<file path="src/rtl/wb_sram16_bridge.sv">
// rtl/wb_sram16_bridge.sv - Wishbone-classic responder bridging 32-bit word accesses to a 16-bit async SRAM
//
// Optional feature macro: WB_SRAM_SELSKIP_EN (skip half-words whose byte selects are both zero).
//
// Ports:
//   clk_i, rst_i                  clock, asynchronous active-low reset
//   cyc_i, stb_i, we_i, sel_i,
//   adr_i, dat_i                  Wishbone request (word address, big-endian word data)
//   dat_o, ack_o                  Wishbone response (single-cycle ack)
//   sram_addr                     half-word address {adr, half}
//   sram_dq_o, sram_dq_oe         SRAM write data and tristate enable
//   sram_dq_i                     SRAM read data
//   sram_ce_n, sram_oe_n,
//   sram_we_n, sram_ub_n,
//   sram_lb_n                     active-low SRAM strobes and byte enables
module wb_sram16_bridge #(
    parameter int AWIDTH      = 15,
    parameter int WAIT_STATES = 2
) (
    input  logic              clk_i,
    input  logic              rst_i,
    input  logic              cyc_i,
    input  logic              stb_i,
    input  logic              we_i,
    input  logic [3:0]        sel_i,
    input  logic [AWIDTH-1:0] adr_i,
    input  logic [31:0]       dat_i,
    output logic [31:0]       dat_o,
    output logic              ack_o,
    output logic [AWIDTH:0]   sram_addr,
    output logic [15:0]       sram_dq_o,
    output logic              sram_dq_oe,
    input  logic [15:0]       sram_dq_i,
    output logic              sram_ce_n,
    output logic              sram_oe_n,
    output logic              sram_we_n,
    output logic              sram_ub_n,
    output logic              sram_lb_n
);

`ifdef WB_SRAM_SELSKIP_EN
    localparam bit SELSKIP = 1'b1;
`else
    localparam bit SELSKIP = 1'b0;
`endif

    localparam logic [3:0] WAIT_LOAD = 4'(WAIT_STATES);

    typedef enum logic [1:0] {
        IDLE    = 2'd0,
        STROBE  = 2'd1,
        RECOVER = 2'd2,
        ACK     = 2'd3
    } state_t;

    state_t            state;
    logic [AWIDTH-1:0] adr_q;
    logic              we_q;
    logic [3:0]        sel_q;
    logic [31:0]       dat_q;
    logic              half;
    logic [3:0]        wait_cnt;
    logic              abort_q;
    logic [15:0]       rd_hi;
    logic [15:0]       rd_lo;

    // Half 0 carries the upper (big-endian) half-word.
    function automatic logic [1:0] half_be_n(input logic [3:0] sel, input logic h);
        return h ? ~sel[1:0] : ~sel[3:2];
    endfunction

    function automatic logic [15:0] half_data(input logic [31:0] d, input logic h);
        return h ? d[15:0] : d[31:16];
    endfunction

    logic start_half;
    logic skip_all;
    logic more_half;
    logic half_live;

    assign start_half = SELSKIP && (sel_i[3:2] == 2'b00);
    assign skip_all   = SELSKIP && (sel_i == 4'b0000);
    assign more_half  = !half && (!SELSKIP || (sel_q[1:0] != 2'b00));
    // A half with no selected bytes still gets strobed when skipping is off; its data reads as zero.
    assign half_live  = half ? (sel_q[1:0] != 2'b00) : (sel_q[3:2] != 2'b00);

    always_ff @(posedge clk_i or negedge rst_i) begin
        if (!rst_i) begin
            state      <= IDLE;
            adr_q      <= '0;
            we_q       <= 1'b0;
            sel_q      <= 4'b0000;
            dat_q      <= 32'h0;
            half       <= 1'b0;
            wait_cnt   <= 4'h0;
            abort_q    <= 1'b0;
            rd_hi      <= 16'h0;
            rd_lo      <= 16'h0;
            dat_o      <= 32'h0;
            ack_o      <= 1'b0;
            sram_addr  <= '0;
            sram_dq_o  <= 16'h0;
            sram_dq_oe <= 1'b0;
            sram_ce_n  <= 1'b1;
            sram_oe_n  <= 1'b1;
            sram_we_n  <= 1'b1;
            sram_ub_n  <= 1'b1;
            sram_lb_n  <= 1'b1;
        end else begin
            case (state)
                IDLE: begin
                    ack_o <= 1'b0;
                    dat_o <= 32'h0;
                    if (cyc_i && stb_i) begin
                        adr_q   <= adr_i;
                        we_q    <= we_i;
                        sel_q   <= sel_i;
                        dat_q   <= dat_i;
                        abort_q <= 1'b0;
                        rd_hi   <= 16'h0;
                        rd_lo   <= 16'h0;
                        if (skip_all) begin
                            state <= ACK;
                            ack_o <= 1'b1;
                        end else begin
                            state                  <= STROBE;
                            half                   <= start_half;
                            wait_cnt               <= WAIT_LOAD;
                            sram_addr              <= {adr_i, start_half};
                            sram_ce_n              <= 1'b0;
                            sram_oe_n              <= we_i;
                            sram_we_n              <= ~we_i;
                            sram_dq_oe             <= we_i;
                            sram_dq_o              <= we_i ? half_data(dat_i, start_half) : 16'h0;
                            {sram_ub_n, sram_lb_n} <= half_be_n(sel_i, start_half);
                        end
                    end
                end

                STROBE: begin
                    // Dropping cyc never truncates the strobe; it only cancels what follows.
                    if (!cyc_i) begin
                        abort_q <= 1'b1;
                    end
                    if (wait_cnt == 4'h0) begin
                        if (!we_q) begin
                            if (half) begin
                                rd_lo <= half_live ? sram_dq_i : 16'h0;
                            end else begin
                                rd_hi <= half_live ? sram_dq_i : 16'h0;
                            end
                        end
                        state     <= RECOVER;
                        sram_ce_n <= 1'b1;
                        sram_oe_n <= 1'b1;
                        sram_we_n <= 1'b1;
                        sram_ub_n <= 1'b1;
                        sram_lb_n <= 1'b1;
                    end else begin
                        wait_cnt <= wait_cnt - 4'h1;
                    end
                end

                RECOVER: begin
                    // dq_oe and dq_o stay put through this cycle for write hold time.
                    if (abort_q) begin
                        state      <= IDLE;
                        sram_dq_oe <= 1'b0;
                    end else if (more_half) begin
                        state                  <= STROBE;
                        half                   <= 1'b1;
                        wait_cnt               <= WAIT_LOAD;
                        sram_addr              <= {adr_q, 1'b1};
                        sram_ce_n              <= 1'b0;
                        sram_oe_n              <= we_q;
                        sram_we_n              <= ~we_q;
                        sram_dq_oe             <= we_q;
                        sram_dq_o              <= we_q ? dat_q[15:0] : 16'h0;
                        {sram_ub_n, sram_lb_n} <= ~sel_q[1:0];
                    end else begin
                        state      <= ACK;
                        ack_o      <= 1'b1;
                        dat_o      <= we_q ? 32'h0 : {rd_hi, rd_lo};
                        sram_dq_oe <= 1'b0;
                    end
                end

                ACK: begin
                    state <= IDLE;
                    ack_o <= 1'b0;
                    dat_o <= 32'h0;
                end

                default: begin
                    state <= IDLE;
                end
            endcase
        end
    end

endmodule

</file>
<file path="config.mk">
export PLATFORM = sky130hd
export DESIGN_NAME = wb_sram16_bridge
export DESIGN_NICKNAME = d
export VERILOG_FILES = /design/src/rtl/wb_sram16_bridge.sv
export SDC_FILE = /design/constraint.sdc
export NUM_CORES = 1
export LEC_CHECK = 0
export ABC_AREA = 1
export CAP_MARGIN = 0
export CORE_MARGIN = 5
export CORE_UTILIZATION = 55
export DETAILED_ROUTE_END_ITERATION = 6
export PLACE_DENSITY = 0.94
export REMOVE_ABC_BUFFERS = 1
export SLEW_MARGIN = 20
export SYNTH_ARGS = -nofsm -noshare
export SYNTH_HDL_FRONTEND = slang
export SYNTH_SLANG_ARGS = --single-unit
</file>
<file path="constraint.sdc">
create_clock -name clk_i -period 2.9 [get_ports clk_i]
set_clock_uncertainty 0.05 [all_clocks]
set_input_delay 0.725 -clock clk_i [delete_from_list [all_inputs] [get_ports clk_i]]
set_output_delay 0.725 -clock clk_i [all_outputs]
set_load 0.03 [all_outputs]
</file>
== Yosys cells after proc, flatten, opt, wreduce, memory -nomap -nowiden ==
Cells that the tools add are included.

* Flip-flop bits (word level): 147
* Bits of input ports: 72
* Logic and storage cells: 125

* Add/subtract/negate cells: 1
* Eq/ne operators: 13
* Mux-type cells: 66
* Bitwise operators: 4
* Reductions and logical operators: 21

{| class="wikitable"
|+ Operators by type and width
! kind !! number
|-
| 16-bit two-way mux || 16
|-
| 16-bit case mux with 2 select lines || 4
|-
| 32-bit two-way mux || 3
|-
| 32-bit case mux with 2 select lines || 1
|-
| 1-bit two-way mux || 23
|-
| 2-bit inequality test, second input constant || 10
|-
| 5-bit AND reduction || 4
|-
| 4-bit two-way mux || 4
|-
| 1-bit case mux with 3 select lines || 5
|-
| 4-bit case mux with 3 select lines || 1
|-
| 2-bit nonzero test || 5
|-
| 3-bit AND reduction || 3
|-
| 2-bit two-way mux || 4
|-
| 1-bit case mux with 2 select lines || 4
|-
| 2-bit case mux with 4 select lines || 1
|-
| 2-bit AND reduction || 3
|-
| 2-bit equality test, second input constant || 2
|-
| 4-bit zero test || 1
|-
| 2-bit NOT || 2
|-
| 4-bit AND reduction || 1
|-
| 4-bit by 1-bit subtractor with 4-bit output, second input constant || 1
|-
| 3-bit nonzero test || 1
|-
| 2-bit by 1-bit equality test with 1-bit output, second input constant || 1
|-
| 2-bit zero test || 1
|-
| 3 further kinds || 4
|}

== Longest topological paths before layout ==
Gate-level depths: netlist (run 1).

* Depth in word-level cells: 7
* Gate-level depth with buffers: 11

== Worst setup path after synthesis (run 1) ==
Ideal clock, no wire load.

* Kind: register to register
* From: reg state[0]
* To: reg sram_addr[11]
* Arrival time: 1.536 ns
* Slack: 1.190 ns
* Cell stages (with the launch flop): 9
* Path buffers: 1
* Clock period less this slack: 1.710 ns
* Cells stage by stage: dfrtp_1 -> inv_1 -> ha_1 -> inv_2 -> o21ai_4 -> nand3_4 -> buf_6 -> nand2_1 -> o21ai_2

* Word-level cells in the longest chain between the ends: 3

{| class="wikitable"
|+ RTL lines
! what !! RTL line !! text
|-
| from (decl) || 56 || <nowiki>state_t state;</nowiki>
|-
| from (signal assigned) || 89 || <nowiki>state <= IDLE;</nowiki>
|-
| from (signal assigned) || 123 || <nowiki>state <= ACK;</nowiki>
|-
| from (signal assigned) || 126 || <nowiki>state <= STROBE;</nowiki>
|-
| 2-bit equality test or 2-bit zero test (tied branches) || 110 || <nowiki>case (state)</nowiki>
|-
| 2-bit inequality test (no source line) or 2-bit nonzero test (tied branches) || n/a ||
|-
| 4-bit AND reduction (no source line) || n/a ||
|-
| to (signal assigned) || 129 || <nowiki>sram_addr <= {adr_i, start_half};</nowiki>
|-
| to (signal assigned) || 173 || <nowiki>sram_addr <= {adr_q, 1'b1};</nowiki>
|-
| to (decl) || 30 || <nowiki>output logic [AWIDTH:0] sram_addr,</nowiki>
|}

Several ways; a longest one is shown, not always the timed one.
A chain may end at the register's enable or synchronous reset.

== Worst setup path in the final report (run 1) ==
* From: reg sram_lb_n
* To: out sram_lb_n

{| class="wikitable"
|+ RTL lines
! what !! RTL line !! text
|-
| from (decl) || 38 || <nowiki>output logic sram_lb_n</nowiki>
|-
| from (signal assigned) || 135 || <nowiki>{sram_ub_n, sram_lb_n} <= half_be_n(sel_i, start_half);</nowiki>
|-
| from (signal assigned) || 179 || <nowiki>{sram_ub_n, sram_lb_n} <= ~sel_q[1:0];</nowiki>
|}

No word-level cell between the ends.

==> results.md, run 1 <==
* CTS root buf: clkbuf_16
* # diodes at 0
* Sw power at slightly above 0.004 W
* Maximum vdd ir drop at 0.000870 V
* Status: completed
* Remaining DRCs at 0
* Hpwl dp at 10.9 mm
* Cell Int Power at roughly 0.0057 W
* Final period util at a little over four fifths
* Crit path DAT at roughly 1700 ps
* Clock sink count at ~150
* Initial Util at approximately 57%
* Crit path from: sram_lb_n$_DFFE_PN1P_
* Slew headroom at 53.4%
* Yosys top cell area share at a little over half
* Worst Reg2Reg Path Length in Cells at 8
* DR WL/cell at between 15 and 20 microns
* Initial antenna violation count at 0
* Fmax at about 410 MHz
* Share of cells above drive strength 1 at between 10% and 20%
* Post-route cell area at approximately 8700 sq um
* Sw frac at between 40% and 50%
* Worst R2R Start: state[0]$_DFFE_PN0P_
* CTS tree: built
* Area contributors post-synth: dfrtp_1 (54%), nand2_1 (14%), o21ai_0 (6.9%)
* Min-delay worst type: primary input to asynchronous set/reset pin
* CTS resizes at 0
* Comb pwr share at between 40 and 50%
* DIE AREA at ~14,000 sq um
* Clk slew on worst S/H paths at 60 ps
* Final TNS setup at 0 ps
* Commonest non-fill, non-tap cell in the layout: nand2_1
* I/O Buffers at around 140
* Layout area overhead at 32.4%
* Final Critical Period at ~2400 ps
* Fin. Hold Viols at 0
* Cell family with most CP delay: buffers and inverters
* Critical path depth at 1
* Crit path kind: flip-flop to output port
* Crit-path cells: clkdlybuf4s50_1
* Synth Area per Inst at between 9 and 10 sq um
* Vias/cell at around 5.5
* Largest net degree at the start of global routing at 61
* Max_cap viols at 0
* Pre-Repair DR Iteration Count at 6
* Row cnt at 39
* LEAKAGE at around 4.2 nW
* ANT nets after route at 0
* Fin cells at around 1,000
* Final Max Slew Viols at 0
* RSZ-0062 raised after global routing: no
* First-pass GRT wire length at around 27 mm
* Pwr dens at roughly 1100 nW/um^2
* Initial DRC Count at roughly 440
* Fill count at ~750
* Vias in the first global route at approximately 5,800
* Worst stage delay on the critical path at roughly 700 ps
* Required @ worst endpoint at roughly 2100 ps
* Boundary pin count at 143
* Final setup vio count at 0
* Crit path buf inv count at 1
* Die Y at about 120 microns
* Aggregate global-route resource usage at 24.3%
* Routability congestion estimate at roughly 0.87
* H-tree Lvls at 4
* Clk buf depth at 2
* Core Footprint at between 10,000 and 15,000 sq um
* Routed WL at 16.8 mm
* Most frequent cells in the layout: nand2_1 (244), dfrtp_1 (142), clkdlybuf4s50_1 (141), o21ai_0 (90), inv_1 (50)
* Kind of end point of the critical path: output port
* R2R Path End: sram_addr[4]$_DFFE_PN0P_
* Fin nets at about 940
* Sequential area share after synthesis at 56.3%
* CP max-delay cell: clkdlybuf4s50_1
* Area leader, netlist: dfrtp_1
* Post-DP Area at just over 8000 sq um
* Post-CTS Hold Buffers at 0
* Global route overflow at 0
* Die width at ~120 microns
* Postcts setup bufs at 0
* Ys Warns at 0
* Worst-Margin Slew at 697 ps
* Skew-Pair Late Insertion Delay at between 400 and 500 ps
* Cell count after placement at about 1,000
* Worst-path maximum fanout at 2
* Synth cell types at 28
* Startpoint types: flip-flop
* Register share of total power at around 33%
* Synthesized cell area at 6550 sq um
* Vias at around 5,600
* Synth Register Bits at 147
* Clock power share at ~22%
* Reg2reg setup slack at approximately 650 ps
* Syn Inst Count at about 730
* CTS Buf Count at 17
## final cells by class
type | count | area [sq um] | area share [%]
Sequential cell | 147 | 3680 | 42.5
Multi-Input combinational cell | 489 | 2460 | 28.4
Timing Repair Buffer | 155 | 1560 | 18.0
Clock buffer | 22 | 484 | 5.59
Inverter | 53 | 199 | 2.29
Tap cell | 143 | 179 | 2.06
Clock inverter | 9 | 104 | 1.20
## power by group through the flow
stage / registers, W / clock network, W / logic (W)
finish: 0.00326 / 0.00214 / 0.00447
global route: 0.00334 / 0.00227 / 0.00487
CTS: 0.00325 / 0.00218 / 0.00447
detailed placement: 0.00326 / 0 / 0.00443
global placement: 0.00323 / 0 / 0.00429
floorplan: 0.00395 / 0 / 0.00213
## registers in the layout, summed over array words and instances (netlist names), 2 cells and up
| register | cells |
|---|---|
| rd_hi | 16 |
| sram_dq_o | 16 |
| dat_q | 16 |
| adr_q | 15 |
| dat_o | 32 |
| sram_addr | 16 |
| wait_cnt | 4 |
| sel_q | 4 |
| state | 2 |
| rd_lo | 16 |
## worst max-delay path by stage
| stage | slack, ps | to |
|---|---|---|
| floorplan | 150 | sram_dq_o[10]$_DFFE_PN0P_ |
| global placement | 680 | sram_ce_n$_DFFE_PN1P_ |
| detailed placement | 540 | rd_lo[2]$_DFFE_PN0P_ |
| CTS | 460 | sram_lb_n |
| global route | 440 | sram_lb_n |
| finish | 470 | sram_lb_n |
## metrics by stage
step	power [W]	setup slack, ps	utilization (%)	hold WS (ps)
global placement	0.00752	675	69.9	403
global route	0.0105	440	75.0	215
detailed placement	0.00769	545	69.9	403
CTS	0.00990	457	75.0	198
finish	0.00987	469	75.0	189
floorplan	0.00607	151	-	379
## kinds of logic after synthesis
| logic type | synth area share, % |
|---|---|
| adders and majority gates | 1.53 |
| AOI/OAI and AO/OA | 14.5 |
| and+or+nand+nor | 18.6 |
| muxes | 2.75 |
| xor gates and xnor gates | 0.134 |
| DFF | 56.3 |
| buffers and inverters | 6.15 |
## cell usage after synthesis
| master | n |
|---|---|
| nor3_1 | 1 |
| dfstp_2 | 5 |
| clkbuf_1 | 14 |
| clkbuf_2 | 1 |
| buf_2 | 12 |
| ha_1 | 8 |
| nor2_4 | 2 |
| o21ai_1 | 17 |
| nand3_4 | 1 |
| inv_2 | 3 |
| mux2_2 | 16 |
| o21ai_2 | 26 |
| nand2_2 | 3 |
| nand3_1 | 16 |
| nor2_1 | 33 |
| inv_1 | 50 |
| nand3_2 | 3 |
| o21ai_0 | 90 |
| o21ai_4 | 1 |
| buf_1 | 1 |
| xor2_1 | 1 |
| a21oi_1 | 9 |
| buf_4 | 2 |
| dfrtp_1 | 142 |
| a22oi_1 | 17 |
| buf_6 | 6 |
| nor2_2 | 1 |
| nand2_1 | 244 |
## per-layer routing
| layer | vias to the layer above | GRT usage (%) | wire, microns |
|---|---|---|---|
| met3 | 51 | 5.69 | 840 |
| met5 | - | 0 | 0 |
| met1 | 2754 | 27.8 | 6440 |
| met4 | 0 | 14.7 | 742 |
| li1 | 2621 | - | - |
| met2 | 193 | 41.4 | 8770 |
No activity file was read; power rests on OpenSTA's default activity.
==> inputs of run 2 (changes only) <==
- CORE_UTILIZATION: 55 -> 46
- PLACE_DENSITY: 0.94 -> 0.85
- clock period: 2.9 -> 2.1 ns (I/O delays scaled with it)
==> results.md, run 2 (synthesized netlist as in run 1, its figures left out) <==
* ANT nets after route at 0 (unchanged)
* Cell family with most CP delay: buffers and inverters
* Remaining DRCs at 0 (unchanged)
* Row cnt at 43 (+10%)
* Crit path kind: flip-flop to output port
* Hold depth at 2
* Crit path buf inv count at 1 (unchanged)
* Fin. Hold Viols at 0 (unchanged)
* Biggest register: dat_o
* Util after Layout at 63.8% (-11 points)
* Global route overflow at 0 (unchanged)
* Clk buf depth at 2 (unchanged)
* Pre-Repair DR Iteration Count at 5 (-1)
* Initial antenna violation count at 0 (unchanged)
* Post-route setup slack at 35.4 ps (-434 ps)
* Clock sink count at 147 (unchanged)
* Share of cells above drive strength 1 at 14.0% (+2.0 points)
* Max_cap viols at 0 (unchanged)
* LEAKAGE at 4.27 nW (+2.8%)
* Max reg flops at 32 (unchanged)
* Hold Path Origin: sram_lb_n$_DFFE_PN1P_
* CTS tree: built
* Min-delay worst type: flip-flop to flip-flop
* Most frequent cells in the layout: nand2_1 (244), dfrtp_1 (142), clkdlybuf4s50_1 (133), o21ai_0 (90), inv_1 (49)
* Worst R2R Start: state[0]$_DFFE_PN0P_
* Slew headroom at 52.7% (-0.68 points)
* Worst-Margin Slew at 708 ps (+11.4 ps)
* DIE AREA at 16,700 sq um (+18%)
* I/O Buffers at 142 (unchanged)
* Cell count after placement at 1,040 (+5.4%)
* Die Y at 129 microns (+8.6%)
* Worst Reg2Reg Path Length in Cells at 9 (+1)
* Core Footprint at 13,900 sq um (+20%)
* CTS Buf Count at 17 (unchanged)
* Vias at 5,535 (-1.5%)
* DR WL/cell at 15.8 microns (-4.3%)
* First-pass GRT wire length at 27.5 mm (+0.38%)
* Fin nets at 961 (+1.9%)
* Initial Util at 47.0% (-9.6 points)
* Required @ worst endpoint at 1520 ps (-600 ps)
* Fmax at between 400 and 500 MHz
* Aggregate global-route resource usage at 20.8% (-3.5 points)
* CP max-delay cell: clkdlybuf4s50_1
* R2R Path End: sram_dq_o[8]$_DFFE_PN0P_
* Maximum vdd ir drop at 0.000848 V (-2.6%)
* Final Critical Period at a little over 2000 ps
* Crit path DAT at 1490 ps (-170 ps)
* CTS root buf: clkbuf_16
* Final setup vio count at 0 (unchanged)
* Startpoint types: flip-flop
* Fill count at 1,081 (+44%)
* Hold Slack at 415 ps (+226 ps)
* Final Max Slew Viols at 0 (unchanged)
* H-tree Lvls at 4 (unchanged)
* Commonest non-fill, non-tap cell in the layout: nand2_1
* Status: completed
* Routability congestion estimate at 0.860 (-1.0%)
* Vias in the first global route at 5,567 (-3.4%)
* Routed WL at 17.0 mm (+0.93%)
* Die width at 129 microns (+8.6%)
* Crit-path cells: clkdlybuf4s50_1
* Hold Path End: sram_lb_n$_DFFE_PN1P_
* Skew-Pair Late Insertion Delay at 420 ps (about the same)
* # diodes at 0 (unchanged)
* Fin cells at 1,074 (+5.5%)
* Boundary pin count at 143 (unchanged)
* Pwr dens at 1570 nW/um^2 (+37%)
* RSZ-0062 raised after global routing: no
* Place WS at -333 ps (-878 ps)
* Worst stage delay on the critical path at 690 ps (-20 ps)
* Kind of end point of the critical path: output port
* Initial DRC Count at 437 (-0.46%)
* Hpwl dp at 11.5 mm (+5.6%)
* Clk slew on worst S/H paths at 60 ps (about the same)
* Reg2reg setup slack at 140 ps (-510 ps)
* Worst-path maximum fanout at 2 (unchanged)
* Layout area overhead at 35.8%
* Largest net degree at the start of global routing at 65 (+6.6%)
* Final period util at 98.3%
* Vias/cell at 5.15 (-6.6%)
-- run 2: changes by cell type in the layout (fill, tap and decap cells not counted), moves of 2 or more --
| cell | previous run | this run |
|---|---|---|
| clkdlybuf4s50_1 | 141 | 133 |
| dlymetal6s2s_1 | 0 | 2 |
| clkinvlp_4 | 2 | 7 |
| buf_4 | 10 | 23 |
| dlygate4sd2_1 | 0 | 6 |
| clkbuf_8 | 4 | 0 |
| buf_12 | 3 | 7 |
-- run 2: layout make-up --
cell class | instances | area, sq um | share of cell area [%]
Timing Repair Buffer | 173 | 1740 | 19.6
Clock inverter | 13 | 138 | 1.55
Tap cell | 180 | 225 | 2.53
Sequential cell | 147 | 3680 | 41.4
Multi-Input combinational cell | 489 | 2470 | 27.7
Inverter | 53 | 203 | 2.28
Clock buffer | 19 | 433 | 4.87
-- run 2: metrics by stage --
step / cell area (sq um) / total power [W] / TNS [ps]
floorplan: 6340 / 0.00839 / -20970
global placement: 8290 / 0.0108 / -3790
detailed placement: 8290 / 0.0110 / -4940
CTS: 8860 / 0.0140 / 0
global route: 8890 / 0.0148 / 0
finish: 8890 / 0.0139 / 0
-- run 2: what timing repair did --
| action | in CTS | in global routing |
|---|---|---|
| resized for setup | 7 | 4 |
| endpoints found under the hold margin | 30 | 0 |
| buffers inserted | 0 | 1 |
| endpoints found under the setup margin | 22 | 8 |
| hold buffers | 1 | 0 |
-- run 2: metal layers --
layer	share of wire, %	wire, microns	vias up	global-route usage, %
met4	2.5	429	0	7.35
met3	4.8	817	28	4.41
met2	53	9030	155	36.7
li1	-	-	2656	-
met5	0	0	-	0
met1	39	6670	2696	25.3
-- run 2: worst max path at each step --
| stage | end | startpoint | cells after the start | slack, ps |
|---|---|---|---|---|
| detailed placement | sram_dq_o[8]$_DFFE_PN0P_ | we_i | 5 | -330 |
| global placement | sram_dq_o[7]$_DFFE_PN0P_ | we_i | 5 | -250 |
| CTS | sram_addr[9] | sram_addr[9]$_DFFE_PN0P_ | 1 | 20 |
| finish | sram_dq_o[9] | sram_dq_o[9]$_DFFE_PN0P_ | 1 | 40 |
| global route | sram_dq_oe | sram_dq_oe$_DFFE_PN0P_ | 1 | 3 |
| floorplan | sram_dq_o[10]$_DFFE_PN0P_ | state[0]$_DFFE_PN0P_ | 7 | -650 |
-- run 2: report_power, final --
group / switching [W] / internal, W
Sequential: 0.000590 / 0.00391
Clock: 0.00117 / 0.00174
Combinational: 0.00407 / 0.00244
==> inputs of run 3 (changes only) <==
- CTS_CLUSTER_SIZE: default -> 28
==> results of run 3 <==
Final layout, timing and power as in run 2 (identical DEF).
